<file path="src/rtl/pong_pkg.sv">
// Shared definitions for the pong match sequencer: state codes, player and
// serve-direction encodings, field geometry defaults and a score helper.
package pong_pkg;

   // State codes as seen on the state output port
   localparam logic [2:0] STATE_IDLE_CODE  = 3'd0;
   localparam logic [2:0] STATE_SERVE_CODE = 3'd1;
   localparam logic [2:0] STATE_PLAY_CODE  = 3'd2;
   localparam logic [2:0] STATE_POINT_CODE = 3'd3;
   localparam logic [2:0] STATE_OVER_CODE  = 3'd4;

   typedef enum logic [2:0] {
      ST_IDLE  = STATE_IDLE_CODE,
      ST_SERVE = STATE_SERVE_CODE,
      ST_PLAY  = STATE_PLAY_CODE,
      ST_POINT = STATE_POINT_CODE,
      ST_OVER  = STATE_OVER_CODE
   } match_state_t;

   // Player A defends the top edge, player B the bottom edge
   localparam logic PLAYER_A = 1'b0;
   localparam logic PLAYER_B = 1'b1;

   // Launch direction after a point: toward the player who just conceded
   localparam logic DIR_TOWARD_A = 1'b0;
   localparam logic DIR_TOWARD_B = 1'b1;

   // Field geometry and timing defaults (60 Hz frame at 100 MHz)
   localparam int FRAME_DIV_DEF    = 1666666;
   localparam int FIELD_H_DEF      = 480;
   localparam int WIN_SCORE_DEF    = 7;
   localparam int SERVE_FRAMES_DEF = 60;
   localparam int POINT_FRAMES_DEF = 90;

   localparam int SCORE_W  = 4;
   localparam int POS_W    = 10;
   localparam int HEIGHT_W = 8;

   // Saturating score increment: a score never climbs past the winning total
   function automatic logic [SCORE_W-1:0] score_inc(input logic [SCORE_W-1:0] score,
                                                    input logic [SCORE_W-1:0] limit);
      if (score < limit) begin
         return score + SCORE_W'(1);
      end
      return score;
   endfunction

endpackage

</file>
<file path="src/rtl/pong_match_ctrl_frame_tick_gen.sv">
// Frame divider: free-running counter producing a registered one-cycle pulse
// once every FRAME_DIV clock cycles.
module frame_tick_gen
   import pong_pkg::*;
#(
   parameter int FRAME_DIV = FRAME_DIV_DEF
) (
   input  logic clk,
   input  logic reset,
   output logic frame_tick
);

   localparam int CNT_W = (FRAME_DIV > 2) ? $clog2(FRAME_DIV) : 1;
   localparam logic [CNT_W-1:0] CNT_LAST = CNT_W'(FRAME_DIV - 1);

   logic [CNT_W-1:0] cnt_q;
   logic [CNT_W-1:0] cnt_d;
   logic             tick_q;
   logic             tick_d;

   // Next count and pulse: the pulse lands in the cycle after the last count
   always_comb begin
      cnt_d  = cnt_q + CNT_W'(1);
      tick_d = 1'b0;
      if (cnt_q == CNT_LAST) begin
         cnt_d  = '0;
         tick_d = 1'b1;
      end
   end

   // Counter and pulse registers
   always_ff @(posedge clk) begin
      if (reset) begin
         cnt_q  <= '0;
         tick_q <= 1'b0;
      end else begin
         cnt_q  <= cnt_d;
         tick_q <= tick_d;
      end
   end

   assign frame_tick = tick_q;

endmodule

</file>
<file path="src/rtl/pong_match_ctrl.sv">
// Match sequencer for the pong datapath: frame timing, serve/point pauses,
// miss detection at the top and bottom field edges, scoring and winner.
module pong_match_ctrl
   import pong_pkg::*;
#(
   parameter int FRAME_DIV    = FRAME_DIV_DEF,
   parameter int FIELD_H      = FIELD_H_DEF,
   parameter int WIN_SCORE    = WIN_SCORE_DEF,
   parameter int SERVE_FRAMES = SERVE_FRAMES_DEF,
   parameter int POINT_FRAMES = POINT_FRAMES_DEF
) (
   input  logic                clk,
   input  logic                reset,
   input  logic                start,
   input  logic                pause,
   input  logic [POS_W-1:0]    ball_pos_y,
   input  logic [HEIGHT_W-1:0] ball_height,
   output logic                frame_tick,
   output logic                phys_tick,
   output logic                ball_rst,
   output logic                serve_dir,
   output logic [SCORE_W-1:0]  score_a,
   output logic [SCORE_W-1:0]  score_b,
   output logic                game_over,
   output logic                winner,
   output logic [2:0]          state
);

   // One counter serves both the serve hold and the point pause
   localparam int PHASE_MAX = (SERVE_FRAMES > POINT_FRAMES) ? SERVE_FRAMES : POINT_FRAMES;
   localparam int PHASE_W   = $clog2(PHASE_MAX + 1);
   localparam logic [PHASE_W-1:0] SERVE_LAST = PHASE_W'(SERVE_FRAMES - 1);
   localparam logic [PHASE_W-1:0] POINT_LAST = PHASE_W'(POINT_FRAMES - 1);
   localparam logic [SCORE_W-1:0] WIN       = SCORE_W'(WIN_SCORE);
   localparam logic [POS_W:0]     FIELD_LIM = (POS_W + 1)'(FIELD_H);

   match_state_t         state_q;
   match_state_t         state_d;
   logic [PHASE_W-1:0]   phase_q;
   logic [PHASE_W-1:0]   phase_d;
   logic [SCORE_W-1:0]   score_a_q;
   logic [SCORE_W-1:0]   score_a_d;
   logic [SCORE_W-1:0]   score_b_q;
   logic [SCORE_W-1:0]   score_b_d;
   logic                 serve_dir_q;
   logic                 serve_dir_d;
   logic                 winner_q;
   logic                 winner_d;
   logic                 start_q;

   logic                 start_rise;
   logic [POS_W:0]       ball_bottom;
   logic                 miss_top;
   logic                 miss_bot;

   frame_tick_gen #(
      .FRAME_DIV (FRAME_DIV)
   ) u_frame_tick_gen (
      .clk        (clk),
      .reset      (reset),
      .frame_tick (frame_tick)
   );

   assign start_rise = start & ~start_q;

   // Bottom edge uses one extra bit so y + height cannot wrap
   assign ball_bottom = {1'b0, ball_pos_y} + {{(POS_W + 1 - HEIGHT_W){1'b0}}, ball_height};
   assign miss_top    = (ball_pos_y == '0);
   assign miss_bot    = (ball_bottom >= FIELD_LIM);

   // Physics only advances on frame ticks while playing and not paused
   assign phys_tick = frame_tick & (state_q == ST_PLAY) & ~pause;

   // Next-state, tick-phase and scoring logic
   always_comb begin
      state_d     = state_q;
      phase_d     = phase_q;
      score_a_d   = score_a_q;
      score_b_d   = score_b_q;
      serve_dir_d = serve_dir_q;
      winner_d    = winner_q;

      unique case (state_q)
         ST_IDLE: begin
            score_a_d = '0;
            score_b_d = '0;
            phase_d   = '0;
            if (start_rise) begin
               state_d = ST_SERVE;
            end
         end

         ST_SERVE: begin
            if (frame_tick) begin
               if (phase_q == SERVE_LAST) begin
                  phase_d = '0;
                  state_d = ST_PLAY;
               end else begin
                  phase_d = phase_q + PHASE_W'(1);
               end
            end
         end

         ST_PLAY: begin
            // A top miss takes priority when both edges are touched
            if (phys_tick) begin
               if (miss_top) begin
                  score_b_d   = score_inc(score_b_q, WIN);
                  serve_dir_d = DIR_TOWARD_A;
                  phase_d     = '0;
                  state_d     = ST_POINT;
               end else if (miss_bot) begin
                  score_a_d   = score_inc(score_a_q, WIN);
                  serve_dir_d = DIR_TOWARD_B;
                  phase_d     = '0;
                  state_d     = ST_POINT;
               end
            end
         end

         ST_POINT: begin
            if (frame_tick) begin
               if (phase_q == POINT_LAST) begin
                  phase_d = '0;
                  if (score_a_q == WIN) begin
                     winner_d = PLAYER_A;
                     state_d  = ST_OVER;
                  end else if (score_b_q == WIN) begin
                     winner_d = PLAYER_B;
                     state_d  = ST_OVER;
                  end else begin
                     state_d  = ST_SERVE;
                  end
               end else begin
                  phase_d = phase_q + PHASE_W'(1);
               end
            end
         end

         ST_OVER: begin
            // Scores clear together with the return to IDLE
            if (start_rise) begin
               score_a_d   = '0;
               score_b_d   = '0;
               serve_dir_d = DIR_TOWARD_A;
               winner_d    = PLAYER_A;
               state_d     = ST_IDLE;
            end
         end

         default: begin
            state_d = ST_IDLE;
         end
      endcase
   end

   // State, counters, scores and start edge detector
   always_ff @(posedge clk) begin
      if (reset) begin
         state_q     <= ST_IDLE;
         phase_q     <= '0;
         score_a_q   <= '0;
         score_b_q   <= '0;
         serve_dir_q <= DIR_TOWARD_A;
         winner_q    <= PLAYER_A;
         start_q     <= 1'b0;
      end else begin
         state_q     <= state_d;
         phase_q     <= phase_d;
         score_a_q   <= score_a_d;
         score_b_q   <= score_b_d;
         serve_dir_q <= serve_dir_d;
         winner_q    <= winner_d;
         start_q     <= start;
      end
   end

   assign ball_rst  = (state_q != ST_PLAY);
   assign game_over = (state_q == ST_OVER);
   assign serve_dir = serve_dir_q;
   assign winner    = winner_q;
   assign score_a   = score_a_q;
   assign score_b   = score_b_q;
   assign state     = state_q;

endmodule
</file>
<file path="config.mk">
export PLATFORM = sky130hd
export DESIGN_NAME = pong_match_ctrl
export DESIGN_NICKNAME = d
export VERILOG_FILES = /design/src/rtl/pong_pkg.sv /design/src/rtl/pong_match_ctrl_frame_tick_gen.sv /design/src/rtl/pong_match_ctrl.sv
export SDC_FILE = /design/constraint.sdc
export NUM_CORES = 1
export LEC_CHECK = 0
export BUFFER_PORTS_ARGS = -buffer_cell sky130_fd_sc_hd__buf_2
export CORE_ASPECT_RATIO = 0.75
export CORE_UTILIZATION = 40
export DETAILED_ROUTE_END_ITERATION = 6
export PLACE_DENSITY = 0.6
export SLEW_MARGIN = 20
export SYNTH_ARGS = -nofsm -noshare
export SYNTH_HDL_FRONTEND = slang
export SYNTH_SLANG_ARGS = --single-unit
</file>
<file path="constraint.sdc">
create_clock -name clk -period 6.4 [get_ports clk]
set_clock_uncertainty 0.1 [all_clocks]
set_input_delay 0.64 -clock clk [delete_from_list [all_inputs] [get_ports clk]]
set_output_delay 0.64 -clock clk [all_outputs]
set_load 0.1 [all_outputs]
</file>
==> flow_summary.rst <==
.. list-table::
   :header-rows: 1

   * - Metric
     - Value
   * - Fin worst setup slack
     - 3.49 ns
   * - Worst reg2reg path depth
     - 6
   * - Slowest cell on crit path
     - sky130_fd_sc_hd__a211oi_1
   * - Area enclosed by the die boundary
     - 6660 sq um
   * - Reg2reg setup slack
     - 4.19 ns
   * - Post-detailed-placement half-perimeter wirelength
     - 4230 um
   * - Routability congestion estimate
     - 0.849
   * - Clock tree from TritonCTS
     - built
   * - Total of endpoints with negative setup slack in the final report
     - 0
   * - Post-layout nets
     - 389
   * - Cell type with the largest total area after synthesis
     - sky130_fd_sc_hd__dfxtp_1
   * - Worst Path Required
     - 6.49 ns
   * - Site row count
     - 24
   * - Number of buffers on the longest clock path
     - 2
   * - Met1 demand-to-capacity share in global routing
     - 28.9%
   * - Worst slew pin tran
     - 0.787 ns
   * - Count of unique library cells instantiated by Yosys
     - 56
   * - Sinks on Clock Net
     - 43
   * - Total Negative Setup Slacks
     - 0 ns
   * - Ys flop type
     - sky130_fd_sc_hd__dfxtp_1
   * - Cts repair resizes
     - 0
   * - Sequential fraction of the synthesis area
     - 34.0%
   * - Total grt overflow
     - 0
   * - Global-route wire length before repair
     - 9450 um
   * - Critical path fanouts, max
     - 4
   * - Cell Count Post-Placement
     - 423
   * - Most common library cell in the layout ignoring fill and taps
     - sky130_fd_sc_hd__nor2_1
   * - Cell breakdown of the critical path
     - buf_2 -> ha_1 -> fa_1 -> a211oi_1 -> o21ai_0 -> a211oi_1 -> o22ai_2 -> a21oi_2 -> mux2_1
   * - Leading cell types in the layout, fill and taps excluded
     - 55 x sky130_fd_sc_hd__nor2_1, 43 x sky130_fd_sc_hd__dfxtp_1, 38 x sky130_fd_sc_hd__buf_2, 29 x sky130_fd_sc_hd__nand2_1
   * - Final instance count without filler cells
     - 431
   * - Vias in the first global route
     - 1980
   * - Number of warnings issued by yosys
     - 0
   * - Reported leakage power
     - 1.16 nW
   * - Final instance area
     - 2890 sq um
   * - Hold buffer count at cts
     - 0
   * - Status
     - complete, no violations
   * - Number of CTS-inserted buffers
     - 5
   * - Setup crit start
     - ball_pos_y[0]
   * - Endpoint of the worst-slack reg-to-reg timing path
     - phase_q[2]
   * - Share of the synthesized area in the top cell type
     - 34.0%
   * - Path class of the lowest-slack min-delay path
     - reg -> reg
   * - Synthesized cell area
     - 2530 sq um
   * - Antenna diode count
     - 0
   * - DR iter-0 viols
     - 67
   * - Remaining routing DRC violations
     - 0
   * - Fmax
     - 344 MHz
   * - Horizontal extent of the die
     - 93.9 um
   * - H-tree level count
     - 2
   * - Clock transition at the register clock pins on the worst setup and hold paths after CTS
     - 0.09 ns
   * - Layout area overhead
     - 14.1%
   * - Number of maximum-capacitance constraint violations
     - 0
   * - Fraction of layout cells with a size suffix above 1
     - 18.1%
   * - Cell mode on critical path
     - sky130_fd_sc_hd__a211oi_1
   * - Most heavily used metal layer in global routing
     - met1
   * - Pre-CTS setup slack
     - 3.18 ns
   * - Critical Path AT
     - 2.99 ns
   * - Synthesized instance count
     - 317
   * - Critical Path Sink Type
     - flop
   * - Number of buffers inserted by port buffering
     - 38
   * - Clock period minus worst slack
     - 2.91 ns
   * - Post-Route Hold Slack
     - 0.396 ns
   * - Crit Path Class
     - in -> reg
   * - Num ports
     - 39
   * - Max-Slew Margin vs Limit
     - 47.5%
   * - Total cell area at the placement stage
     - 2780 sq um
   * - Unrepaired setup endpoints after global routing
     - no
   * - Area of the core
     - 5950 sq um
   * - CTS Root Cell
     - sky130_fd_sc_hd__clkbuf_8
   * - Syn Nets
     - 354
   * - Antenna-violating nets left
     - 0
   * - Worst-skew pair later-pin latency
     - 0.29 ns
   * - Power per cell area
     - 195 nW/um^2
   * - Flip-flop and latch count after synthesis
     - 43
   * - Final wirelength
     - 5410 um
   * - Met3 global-route usage
     - 3.87%
   * - Final worst-path cycle share
     - 45.4%
   * - Max-slew violations
     - 0
   * - Max IR drop VDD
     - 0.104 mV
   * - Post-CTS setup buffers
     - 0
   * - Count of vias placed by the detailed router
     - 2228
   * - Average cell area after synthesis
     - 7.99 sq um
   * - Startpoint type of the worst setup path
     - input pin
   * - Met2 capacity usage during global routing
     - 23.7%
   * - Hold Violations, Final
     - 0
   * - Worst setup endpoint
     - score_a[0]
   * - Origin of the critical flop-to-flop path
     - phase_q[3]
   * - Worst path max stage delay
     - 0.39 ns
   * - Area contributors post-synth
     - sky130_fd_sc_hd__dfxtp_1 34%, sky130_fd_sc_hd__nor2_1 8.1%, sky130_fd_sc_hd__ha_1 6.9%, sky130_fd_sc_hd__xor2_1 5.5%, sky130_fd_sc_hd__nand2_1 4.3%
   * - Global-route usage over all layers
     - 17.7%
   * - Antenna violations before repair
     - 0
   * - Largest net degree at the start of global routing
     - 22
   * - Starting density of the core
     - 42.6%
   * - Chip height
     - 70.9 um
   * - Async set or reset register ratio after synthesis
     - 0%
   * - Average wire per standard cell
     - 12.6 um
   * - Number of synthesized flops with an enable pin
     - 0
   * - Detailed-route vias per instance
     - 5.17
   * - Iteration count of the initial detailed-routing pass
     - 4
-- flip-flops by register name, summed over array words and instances, names as in the netlist --
signal                       flops
u_frame_tick_gen.cnt_q          21
phase_q                          7
score_a                          4
score_b                          4
state                            3
serve_dir                        1
start_q                          1
u_frame_tick_gen.frame_tick      1
winner                           1
-- cell families (layout without fill, tap and decap cells) --
| logic type | Yosys count | count (layout) | synth area share, % |
|---|---|---|---|
| AND/OR/NAND/NOR | 157 | 157 | 30.7 |
| AO/OA/AOI/OAI | 58 | 58 | 16.0 |
| adder cells (fa/ha/maj) | 15 | 15 | 7.70 |
| multiplexers | 3 | 3 | 1.23 |
| buffers and inverters | 20 | 56 | 3.16 |
| flip-flops | 43 | 43 | 34.0 |
| XOR/XNOR | 21 | 21 | 7.26 |
-- report_power, final --
| group | internal [mW] | total, mW | switching [mW] |
|---|---|---|---|
| clock | 0.116 | 0.214 | 0.0978 |
| combinational | 0.0271 | 0.0735 | 0.0464 |
| sequential | 0.271 | 0.275 | 0.00410 |
| total | 0.414 | 0.562 | 0.148 |
-- worst max-delay path: cells and delay by family --
kind	cells	cell delay, ns
buffers and inverters	1	0.11
multiplexers	1	0.35
adder cells (fa/ha/maj)	2	0.60
AO/OA/AOI/OAI	5	1.29
-- Yosys cell counts (all sizes together) (7+ instances only) --
master and count:
nand2b 7, nand2 30, clkbuf 8, inv 10, nand3 16, nor3 9
xor2 16, a21oi 17, dfxtp 43, nor2 57, nor2b 11, ha 14
o21ai 15
-- metal layers --
| metal | part of all wire (%) | up-vias |
|---|---|---|
| li1 | - | 1183 |
| met1 | 57 | 1005 |
| met2 | 37 | 38 |
| met3 | 5.1 | 2 |
| met4 | 0.28 | 0 |
| met5 | 0 | - |
-- final cells by class --
cell class | count | area [sq um]
multi-input cells | 254 | 1590
clock buffers | 5 | 68.8
well taps | 78 | 97.6
repair buffers | 38 | 190
flip-flops and latches | 43 | 861
fillers | 588 | 3050
clock inverters | 3 | 43.8
inverters | 10 | 37.5
-- how the worst min path moves through the flow --
stage / start / end / slack (ns) / cells past startpoint
floorplan: u_frame_tick_gen.cnt_q[0] / u_frame_tick_gen.cnt_q[0] / 0.35 / 1
global placement: u_frame_tick_gen.cnt_q[19] / u_frame_tick_gen.cnt_q[19] / 0.37 / 2
detailed placement: u_frame_tick_gen.cnt_q[0] / u_frame_tick_gen.cnt_q[0] / 0.37 / 1
CTS: u_frame_tick_gen.cnt_q[0] / u_frame_tick_gen.cnt_q[0] / 0.40 / 1
global route: u_frame_tick_gen.cnt_q[0] / u_frame_tick_gen.cnt_q[0] / 0.43 / 1
finish: u_frame_tick_gen.cnt_q[0] / u_frame_tick_gen.cnt_q[0] / 0.40 / 1
-- metrics by stage --
stage | power, mW | utilization, %
3_3_place_gp | 0.354 | 46.7
6_report | 0.562 | 48.6
5_1_grt | 0.589 | 48.6
4_1_cts | 0.567 | 48.6
3_5_place_dp | 0.354 | 46.7
2_1_floorplan | 0.334 | -
(Power assumes the default switching activity.)
